### src/rtl/tile_writer_if.sv
// Request and memory-write channels of the tile writer.
// master: request source / memory port side; slave: the tile writer itself.
interface tile_writer_if;
  logic        req_valid;
  logic        req_ready;
  logic [7:0]  req_col;
  logic [6:0]  req_row;
  logic [15:0] req_glyph;
  logic [15:0] mem_addr;
  logic [15:0] mem_wdata;
  logic        mem_we;
  logic        mem_grant;

  modport master (
    output req_valid, req_col, req_row, req_glyph, mem_grant,
    input  req_ready, mem_addr, mem_wdata, mem_we
  );

  modport slave (
    input  req_valid, req_col, req_row, req_glyph, mem_grant,
    output req_ready, mem_addr, mem_wdata, mem_we
  );
endinterface

### src/rtl/tile_writer.sv
// Buffers tile draw requests and writes glyph codes into the tile map in shared
// memory; also sweeps the whole map with a clear glyph on request.
module tile_writer #(
  parameter logic [15:0] BASE_ADDR   = 16'd40000,
  parameter int unsigned COLS        = 160,
  parameter int unsigned ROWS        = 120,
  parameter logic [15:0] CLEAR_GLYPH = 16'd0,
  parameter int unsigned FIFO_DEPTH  = 4
) (
  input  logic         clk,
  input  logic         reset_n,
  tile_writer_if.slave bus,
  input  logic         clear_start,
  output logic         busy,
  output logic         clear_done,
  output logic         req_err
);

  localparam int unsigned PTR_W     = $clog2(FIFO_DEPTH);
  localparam int unsigned CNT_W     = PTR_W + 1;
  localparam logic [14:0] LAST_TILE = 15'(COLS * ROWS - 1);

  typedef struct packed {
    logic [7:0]  col;
    logic [6:0]  row;
    logic [15:0] glyph;
  } tileReq_t;

  typedef enum logic [1:0] {IDLE, WRITE, CLEAR} state_t;

  state_t           state, stateNext;
  tileReq_t         fifoMem [FIFO_DEPTH];
  tileReq_t         head;
  logic [PTR_W-1:0] wrPtr, rdPtr;
  logic [CNT_W-1:0] fifoCount;
  logic             fifoFull, fifoEmpty;
  logic             accept, inRange, push, pop;
  logic             clearPending, clearPendingNext;
  logic [14:0]      clearCnt, clearCntNext;
  logic [15:0]      memAddrNext, memWdataNext, headAddr;
  logic             memWeNext, clearDoneNext;

  assign fifoFull  = (fifoCount == CNT_W'(FIFO_DEPTH));
  assign fifoEmpty = (fifoCount == '0);
  assign head      = fifoMem[rdPtr];
  assign headAddr  = BASE_ADDR + 16'(head.row) * 16'(COLS) + 16'(head.col);

  // Readiness uses only registered state, so a pop cannot open a slot the same cycle.
  assign bus.req_ready = !fifoFull && (state != CLEAR) && !clearPending;
  assign accept        = bus.req_valid && bus.req_ready;
  assign inRange       = (32'(bus.req_col) < COLS) && (32'(bus.req_row) < ROWS);
  assign push          = accept && inRange;
  assign busy          = !fifoEmpty || (state != IDLE) || clearPending;

  always_ff @(posedge clk) begin
    if (push) fifoMem[wrPtr] <= '{col: bus.req_col, row: bus.req_row, glyph: bus.req_glyph};
  end

  always_ff @(posedge clk or negedge reset_n) begin
    if (!reset_n) begin
      wrPtr     <= '0;
      rdPtr     <= '0;
      fifoCount <= '0;
    end else begin
      if (push) wrPtr <= wrPtr + PTR_W'(1);
      if (pop)  rdPtr <= rdPtr + PTR_W'(1);
      fifoCount <= fifoCount + CNT_W'(push) - CNT_W'(pop);
    end
  end

  // Next state and next values of the registered memory-port outputs.
  always_comb begin
    stateNext        = state;
    pop              = 1'b0;
    clearPendingNext = clearPending;
    clearCntNext     = clearCnt;
    memAddrNext      = bus.mem_addr;
    memWdataNext     = bus.mem_wdata;
    memWeNext        = bus.mem_we;
    clearDoneNext    = 1'b0;

    if (clear_start && (state != CLEAR)) clearPendingNext = 1'b1;

    unique case (state)
      IDLE: begin
        if (clearPending) begin
          stateNext    = CLEAR;
          clearCntNext = '0;
          memAddrNext  = BASE_ADDR;
          memWdataNext = CLEAR_GLYPH;
          memWeNext    = 1'b1;
        end else if (!fifoEmpty) begin
          pop          = 1'b1;
          memAddrNext  = headAddr;
          memWdataNext = head.glyph;
          memWeNext    = 1'b1;
          stateNext    = WRITE;
        end
      end
      WRITE: begin
        if (bus.mem_grant) begin
          if (!fifoEmpty && !clearPending) begin
            pop          = 1'b1;
            memAddrNext  = headAddr;
            memWdataNext = head.glyph;
          end else begin
            memWeNext = 1'b0;
            stateNext = IDLE;
          end
        end
      end
      CLEAR: begin
        if (bus.mem_grant) begin
          if (clearCnt == LAST_TILE) begin
            memWeNext        = 1'b0;
            clearDoneNext    = 1'b1;
            clearPendingNext = 1'b0;
            clearCntNext     = '0;
            stateNext        = IDLE;
          end else begin
            clearCntNext = clearCnt + 15'd1;
            memAddrNext  = BASE_ADDR + 16'(clearCnt + 15'd1);
          end
        end
      end
      default: stateNext = IDLE;
    endcase
  end

  always_ff @(posedge clk or negedge reset_n) begin
    if (!reset_n) begin
      state         <= IDLE;
      clearPending  <= 1'b0;
      clearCnt      <= '0;
      bus.mem_addr  <= '0;
      bus.mem_wdata <= '0;
      bus.mem_we    <= 1'b0;
      clear_done    <= 1'b0;
      req_err       <= 1'b0;
    end else begin
      state         <= stateNext;
      clearPending  <= clearPendingNext;
      clearCnt      <= clearCntNext;
      bus.mem_addr  <= memAddrNext;
      bus.mem_wdata <= memWdataNext;
      bus.mem_we    <= memWeNext;
      clear_done    <= clearDoneNext;
      req_err       <= accept && !inRange;
    end
  end

endmodule

### src/flat_wrapper.sv
// flat-port wrapper written by rule: the top's interface ports become plain ports
module tile_writer_flat 
#(
  parameter logic [15:0] BASE_ADDR   = 16'd40000,
  parameter int unsigned COLS        = 160,
  parameter int unsigned ROWS        = 120,
  parameter logic [15:0] CLEAR_GLYPH = 16'd0,
  parameter int unsigned FIFO_DEPTH  = 4
)
  (clk, reset_n, clear_start, busy, clear_done, req_err, bus_req_valid, bus_req_col, bus_req_row, bus_req_glyph, bus_mem_grant, bus_req_ready, bus_mem_addr, bus_mem_wdata, bus_mem_we);
  tile_writer_if bus_i ();
  input  logic clk;
  input  logic reset_n;
  input  logic clear_start;
  output logic busy;
  output logic clear_done;
  output logic req_err;
  input wire logic [$bits(bus_i.req_valid)-1:0] bus_req_valid;
  input wire logic [$bits(bus_i.req_col)-1:0] bus_req_col;
  input wire logic [$bits(bus_i.req_row)-1:0] bus_req_row;
  input wire logic [$bits(bus_i.req_glyph)-1:0] bus_req_glyph;
  input wire logic [$bits(bus_i.mem_grant)-1:0] bus_mem_grant;
  output wire logic [$bits(bus_i.req_ready)-1:0] bus_req_ready;
  output wire logic [$bits(bus_i.mem_addr)-1:0] bus_mem_addr;
  output wire logic [$bits(bus_i.mem_wdata)-1:0] bus_mem_wdata;
  output wire logic [$bits(bus_i.mem_we)-1:0] bus_mem_we;
  assign bus_i.req_valid = bus_req_valid;
  assign bus_i.req_col = bus_req_col;
  assign bus_i.req_row = bus_req_row;
  assign bus_i.req_glyph = bus_req_glyph;
  assign bus_i.mem_grant = bus_mem_grant;
  assign bus_req_ready = bus_i.req_ready;
  assign bus_mem_addr = bus_i.mem_addr;
  assign bus_mem_wdata = bus_i.mem_wdata;
  assign bus_mem_we = bus_i.mem_we;
  tile_writer #(.BASE_ADDR(BASE_ADDR), .COLS(COLS), .ROWS(ROWS), .CLEAR_GLYPH(CLEAR_GLYPH), .FIFO_DEPTH(FIFO_DEPTH)) u_core (.clk(clk), .reset_n(reset_n), .bus(bus_i), .clear_start(clear_start), .busy(busy), .clear_done(clear_done), .req_err(req_err));
endmodule
### config.mk
export PLATFORM = sky130hd
export DESIGN_NAME = tile_writer_flat
export DESIGN_NICKNAME = d
export VERILOG_FILES = /design/src/rtl/tile_writer_if.sv /design/src/rtl/tile_writer.sv /design/src/flat_wrapper.sv
export SDC_FILE = /design/constraint.sdc
export NUM_CORES = 1
export LEC_CHECK = 0
export ABC_AREA = 1
export BUFFER_PORTS_ARGS = -buffer_cell sky130_fd_sc_hd__buf_2
export CELL_PAD_IN_SITES_DETAIL_PLACEMENT = 1
export CELL_PAD_IN_SITES_GLOBAL_PLACEMENT = 1
export CORE_ASPECT_RATIO = 1.1
export CORE_MARGIN = 5
export CORE_UTILIZATION = 53
export CTS_BUF_LIST = sky130_fd_sc_hd__clkbuf_8
export CTS_CLUSTER_SIZE = 8
export DETAILED_ROUTE_END_ITERATION = 6
export PLACE_DENSITY_LB_ADDON = 0.1
export SLEW_MARGIN = 10
export SYNTH_ARGS = -nofsm -noshare
export SYNTH_HDL_FRONTEND = slang
export SYNTH_SLANG_ARGS = --single-unit
### constraint.sdc
create_clock -name clk -period 6 [get_ports clk]
set_input_delay 1.2 -clock clk [delete_from_list [all_inputs] [get_ports clk]]
set_output_delay 1.2 -clock clk [all_outputs]
set_load 0.02 [all_outputs]
==> flow_metrics.env, run 1 <==
export IMPL_status="finished, final reports clean"
export IMPL_nFillCells=1725
export IMPL_cts_resized=0
export IMPL_tightestPinTransition_ns=0.8370
export IMPL_routed_wl_um=21710
export IMPL_clock_fmax_ghz=0.2225
export IMPL_ant_nets=0
export IMPL_async_flop_share_pct=32.61
export IMPL_cp_start_kind="flip-flop"
export IMPL_yosysMostFrequentCell="edfxtp_1"
export IMPL_worstPathArrival_ns=4.91
export IMPL_gp_congestion=0.8324
export IMPL_hold_worst_slack_ns=0.4834
export IMPL_grt_overflow_total=0
export IMPL_core_area_mm2=0.01568
export IMPL_yosysSeqAreaShare_pct=61.70
export IMPL_seqCellArea_mm2=0.005225
export IMPL_path_clk_slew_ns=0.10
export IMPL_slew_viol_final=0
export IMPL_grt_pass1_vias=6710
export IMPL_synth_ff_type="edfxtp_1"
export IMPL_cts_tree="done"
export IMPL_hold_viol=0
export IMPL_dieArea_mm2=0.01861
export IMPL_routed_via_density=5.705
export IMPL_fin_nets=942
export IMPL_port_buffer_count=72
export IMPL_period_share_pct=74.91
export IMPL_dp_final_hpwl_um=15260
export IMPL_num_rows=48
export IMPL_clock_latency_ns=0.48
export IMPL_met3_length_um=1023
export IMPL_cts_buffers=17
export IMPL_drtIter0Drc=352
export IMPL_synth_area_mm2=0.008468
export IMPL_syn_to_final_growth_pct=11.82
export IMPL_remaining_drc_errors=0
export IMPL_crit_fanout=27
export IMPL_synthTopCellsByArea="edfxtp_1, dfrtp_1, o21ai_0"
export IMPL_drt_pass1_iterations=4
export IMPL_die_h_um=142.6
export IMPL_syn_mean_instance_area_um2=10.56
export IMPL_peakVddDrop_mv=0.2240
export IMPL_cp_required_ns=6.42
export IMPL_cts_setup_buffers=0
export IMPL_multi_input_area_mm2=0.002786
export IMPL_synth_commonest_cells="edfxtp_1, nand2_1, nor2_1"
export IMPL_antenna_found_initial=0
export IMPL_rsz0062_at_grt="no"
export IMPL_htree_levels=4
export IMPL_synth_fp_nets=870
export IMPL_holdCritPathClass="reg -> reg"
export IMPL_io_pins=73
export IMPL_root_buffer="clkbuf_8"
export IMPL_skew_ns=0.01747
export IMPL_ys_ff_latch=184
export IMPL_setup_viol_count_final=0
export IMPL_cp_end_kind="flip-flop"
export IMPL_synth_top_cell_by_area="edfxtp_1"
export IMPL_maxCapViolCount=0
export IMPL_die_x_um=130.5
export IMPL_grt_max_degree=61
export IMPL_start_util_pct=54.02
export IMPL_clkSinkCount=184
export IMPL_wl_met2_um=11620
export IMPL_syn_inst=802
export IMPL_antenna_cells=0
export IMPL_highest_layer="met4"
export IMPL_vias=6201
export IMPL_post_route_min_period_ns=4.495
export IMPL_ys_types=51
export IMPL_synth_top_cell_area_share_pct=43.97
export IMPL_powerDensity_mw_per_mm2=450.4
export IMPL_track_usage_pct=24.28
export IMPL_leakage_nw=3.880
export IMPL_setup_tns_ns=0
export IMPL_drive_above_1_share_pct=16.01
export IMPL_wl_met1_um=8463
export IMPL_yosysWarnings=0
export IMPL_cts_buffer_depth=2
export IMPL_path_class="reg -> reg"
export IMPL_wl_per_cell_um=19.97
export IMPL_relSlewSlack_pct=44.20
export IMPL_holdBufCountCts=0
export IMPL_grt_pass1_wl_um=34440
export IMPL_synth_edf_count=124
through the flow:
step	instances	util, %	area, um^2	worst slack (ns)	power, W
6_report	1087	60.41	9469	1.505	0.004265
2_1_floorplan	802	-	8468	2.340	0.002858
5_1_grt	1087	60.41	9469	1.033	0.004579
3_3_place_gp	1055	57.61	9031	1.933	0.003270
3_5_place_dp	1055	57.61	9031	1.558	0.003388
4_1_cts	1087	60.41	9469	1.514	0.004290
layout make-up:
class	count	share of cell area, %
flip-flops and latches	184	55.18
multi-input cells	503	29.43
repair buffers	83	4.678
inverters	85	3.449
well taps	200	2.643
clock buffers	17	2.471
clock inverters	15	2.154
registers in the layout (all words and copies together), names as in the netlist:
name and count:
u_core.bus.mem_we 1, u_core.clear_done 1, u_core.clearCnt 15, u_core.fifoCount 3, u_core.req_err 1, u_core.clearPending 1, u_core.wrPtr 2, u_core.rdPtr 2
u_core.fifoMem 124, u_core.bus.mem_addr 16, u_core.state 2, u_core.bus.mem_wdata 16
kinds of logic after synthesis:
family | Yosys count | synth area share, %
AOI/OAI and AO/OA | 169 | 11.23
adders and majority gates | 32 | 4.994
and+or+nand+nor | 290 | 15.17
DFF | 184 | 61.70
buffers and inverters | 115 | 5.659
xor gates and xnor gates | 12 | 1.241
layout by cell type, fill, tap and decap left out, types with 2 or more instances in the layout:
| master | instances |
|---|---|
| edfxtp_1 | 124 |
| nand2_1 | 115 |
| o21ai_0 | 92 |
| nor2_1 | 91 |
| inv_1 | 81 |
| buf_2 | 72 |
| dfrtp_1 | 60 |
| nand3_1 | 47 |
| o22ai_1 | 34 |
| ha_1 | 29 |
| a21oi_1 | 19 |
| clkbuf_8 | 17 |
| buf_4 | 11 |
| xor2_1 | 9 |
| nor3_1 | 9 |
| nor2_2 | 7 |
| inv_6 | 6 |
| o21ai_1 | 5 |
| nand3_2 | 4 |
| clkinv_8 | 4 |
| o211ai_1 | 3 |
| nand4_1 | 3 |
| xnor2_1 | 3 |
| a41oi_1 | 3 |
| or2_2 | 3 |
| a31oi_1 | 3 |
| fa_1 | 3 |
| nor2_4 | 2 |
| nand2_2 | 2 |
| a22oi_1 | 2 |
| bufinv_16 | 2 |
| inv_8 | 2 |
critical path, stage by stage (launching register included):
cell      delay (ns)
dfrtp_1         0.60
clkinv_1        0.66
o21ai_0         0.44
o22ai_1         0.16
ha_1            0.33
ha_1            0.37
a21oi_1         0.25
nand2_1         0.14
a21oi_1         0.14
o21ai_0         0.11
xor2_1          0.16
ha_1            0.36
a21oi_1         0.21
o21ai_0         0.12
nand2_1         0.09
nand3_1         0.08
nand3_1         0.12
nand2_1         0.05
inv_1           0.05
worst paths after layout:
kind                       slack, ns              startpoint                       to  cells after the start
setup reg to reg                1.51         u_core.rdPtr[0]  u_core.bus.mem_addr[14]                     18
max in group asynchronous       4.55                 reset_n  u_core.bus.mem_wdata[4]                      2
hold reg to reg                 0.48  u_core.bus.mem_addr[0]   u_core.bus.mem_addr[0]                      2
hold / removal                  0.48  u_core.bus.mem_addr[0]   u_core.bus.mem_addr[0]                      2
setup / recovery                1.51         u_core.rdPtr[0]  u_core.bus.mem_addr[14]                     18
min in group asynchronous       0.88                 reset_n   u_core.bus.mem_addr[2]                      2
routing by layer:
layer  vias up  GRT usage, %
met5         -             0
met1      3102         28.16
met2       148         43.99
met3        38         5.143
met4         0         8.663
li1       2913             -
report_power, final:
| part | switching (W) | internal, W |
|---|---|---|
| clock | 0.000505 | 0.000395 |
| combinational | 0.00126 | 0.000626 |
| sequential | 0.0000573 | 0.00142 |
| total | 0.00182 | 0.00245 |
Note: power is estimated with default switching activity, not from simulation.
==> inputs of run 2 (changes only) <==
- CORE_UTILIZATION: 53 -> 44
- clock period: 6 -> 4.1 ns (I/O delays scaled with it)
==> run 2 against run 1 <==
Against the previous run:
- hold slack got worse by 0.15 ns
- sequential cell count did not move
- via count fell by 1.7%
- non-clock buffer count rose by 5
- global-route usage fell by 4.1 points
- cell count rose by 4.8%
- design area rose by 1.5%
- clock skew fell by 0.0015 ns
- largest cell class unchanged
==> flow_metrics.env, run 2 (synthesis results as in run 1) <==
export IMPL_cp_end_kind="flip-flop"
export IMPL_port_buffer_count=72
export IMPL_remaining_drc_errors=0
export IMPL_power_switching_w=0.002690
export IMPL_crit_buf_inv=2
export IMPL_dp_final_hpwl_um=14940
export IMPL_cts_buffer_depth=2
export IMPL_largest_register_ffs=124
export IMPL_antenna_found_initial=0
export IMPL_dieArea_mm2=0.02212
export IMPL_vias=6095
export IMPL_path_class="reg -> reg"
export IMPL_relSlewSlack_pct=50.14
export IMPL_drtIter0Drc=295
export IMPL_antenna_cells=0
export IMPL_wl_per_cell_um=18.71
export IMPL_fin_nets=947
export IMPL_final_common_cell="edfxtp_1"
export IMPL_status="finished, final reports clean"
export IMPL_clock_latency_ns=0.48
export IMPL_grt_pass1_wl_um=35180
export IMPL_power_total_w=0.006242
export IMPL_clkSinkCount=184
export IMPL_post_route_min_period_ns=3.681
export IMPL_grt_overflow_total=0
export IMPL_crit_family="compound AO/OA/AOI/OAI gates"
export IMPL_rsz0062_at_grt="no"
export IMPL_powerDensity_mw_per_mm2=649.6
export IMPL_worstPathArrival_ns=4.10
export IMPL_ant_nets=0
export IMPL_layout_common_cells="edfxtp_1, nand2_1, o21ai_0, nor2_1, inv_1"
export IMPL_root_buffer="clkbuf_8"
export IMPL_routed_via_density=5.351
export IMPL_syn_to_final_growth_pct=13.48
export IMPL_slowest_delay_ns=0.41
export IMPL_htree_levels=4
export IMPL_drive_above_1_share_pct=16.70
export IMPL_holdCritPathClass="in -> async"
export IMPL_track_usage_pct=20.22
export IMPL_core_area_mm2=0.01903
export IMPL_maxCapViolCount=0
export IMPL_leakage_nw=3.913
export IMPL_cp_start_kind="flip-flop"
export IMPL_top_register="u_core.fifoMem"
export IMPL_slowest_stage="dfrtp_2"
export IMPL_cp_required_ns=4.52
export IMPL_p_seq_share_pct=34.7
export IMPL_cts_setup_buffers=0
export IMPL_crit_fanout=27
export IMPL_peakVddDrop_mv=0.6655
export IMPL_slew_viol_final=0
export IMPL_top_regs="u_core.fifoMem (124), u_core.bus.mem_addr (16), u_core.bus.mem_wdata (16)"
export IMPL_gp_congestion=0.8717
export IMPL_die_h_um=155.5
export IMPL_routed_wl_um=21310
export IMPL_intPower_w=0.003552
export IMPL_combPwrFrac_pct=44.1
export IMPL_path_clk_slew_ns=0.11
export IMPL_setup_tns_ns=0
export IMPL_cts_buffers=17
export IMPL_grt_max_degree=39
export IMPL_period_share_pct=89.78
export IMPL_switching_share_pct=43.10
export IMPL_num_rows=53
export IMPL_grt_pass1_vias=6646
export IMPL_crit_chain="buf_4 > o21ai_0 > o22ai_1 > ha_1 > ha_1 > a21oi_1 > nand2_1 > a21oi_1 > o21ai_0 > xor2_1 > ha_1 > a21oi_1 > o21ai_0 > nand2_1 > nand3_1 > nand3_1 > nand2_1 > inv_1"
export IMPL_start_util_pct=44.49
export IMPL_hold_viol=0
export IMPL_skew_ns=0.01602
export IMPL_drt_pass1_iterations=4
export IMPL_clkPwrFrac_pct=21.2
export IMPL_cts_tree="done"
export IMPL_clock_fmax_ghz=0.2717
export IMPL_die_x_um=142.3
export IMPL_io_pins=73
export IMPL_tightestPinTransition_ns=0.7460
export IMPL_setup_viol_count_final=0
[run 2: cell count changes in the layout (fill, tap and decap cells not counted), moves of 2 or more]
cell      delta
buf_12       +2
clkinv_8     +3
inv_6        -2
buf_4        +3
[run 2: power groups by stage]
| stage | Combinational, W | Sequential, W | Clock, W |
|---|---|---|---|
| floorplan | 0.00192 | 0.00226 | 0 |
| global placement | 0.00265 | 0.00220 | 0 |
| detailed placement | 0.00279 | 0.00220 | 0 |
| CTS | 0.00281 | 0.00216 | 0.00135 |
| global route | 0.00312 | 0.00218 | 0.00143 |
| finish | 0.00275 | 0.00217 | 0.00132 |
[run 2: routing by layer]
| layer | GRT usage (%) | wire length, um | part of all wire (%) | up-vias |
|---|---|---|---|---|
| li1 | - | - | - | 2928 |
| met1 | 25.88 | 9498 | 45 | 3034 |
| met2 | 35.26 | 10860 | 51 | 109 |
| met3 | 3.658 | 606 | 2.8 | 24 |
| met4 | 5.667 | 343 | 1.6 | 0 |
| met5 | 0 | 0 | 0 | - |
[run 2: area by class of cell]
type                    instances  area, um^2
well taps                     247       309.0
clock buffers                  17       234.0
clock inverters                15       217.7
repair buffers                 88       505.5
inverters                      85       330.3
multi-input cells             503        2786
flip-flops and latches        184        5226
fillers                      2114        9423
[run 2: metrics by stage]
| step | instance area, um^2 | cells | hold slack [ns] | utilization [%] | setup slack, ns |
|---|---|---|---|---|---|
| floorplan | 8468 | 802 | 0.4755 | - | 0.4398 |
| global placement | 9154 | 1107 | 0.4639 | 48.10 | 0.5638 |
| detailed placement | 9154 | 1107 | 0.4622 | 48.10 | 0.3156 |
| CTS | 9605 | 1139 | 0.3352 | 50.47 | 0.2855 |
| global route | 9609 | 1139 | 0.3569 | 50.49 | 0.06890 |
| finish | 9609 | 1139 | 0.3376 | 50.49 | 0.4191 |
[run 2: final timing paths]
check | startpoint | to | slack, ns | cells past startpoint
max | u_core.rdPtr[0] | u_core.bus.mem_addr[14] | 0.42 | 18
min | reset_n | u_core.bus.mem_we | 0.34 | 1
max reg2reg | u_core.rdPtr[0] | u_core.bus.mem_addr[14] | 0.42 | 18
min reg2reg | u_core.bus.mem_addr[12] | u_core.bus.mem_addr[12] | 0.48 | 2
max in group asynchronous | reset_n | u_core.rdPtr[0] | 2.74 | 2
min in group clk | u_core.bus.mem_addr[12] | u_core.bus.mem_addr[12] | 0.48 | 2
[run 2: timing repair]
action / 4_1_cts / 5_1_grt
endpoints found under the setup margin: 0 / 1
hold endpoints to repair: 0 / 0
gates resized for setup: 0 / 1
hold buffers: 0 / 0
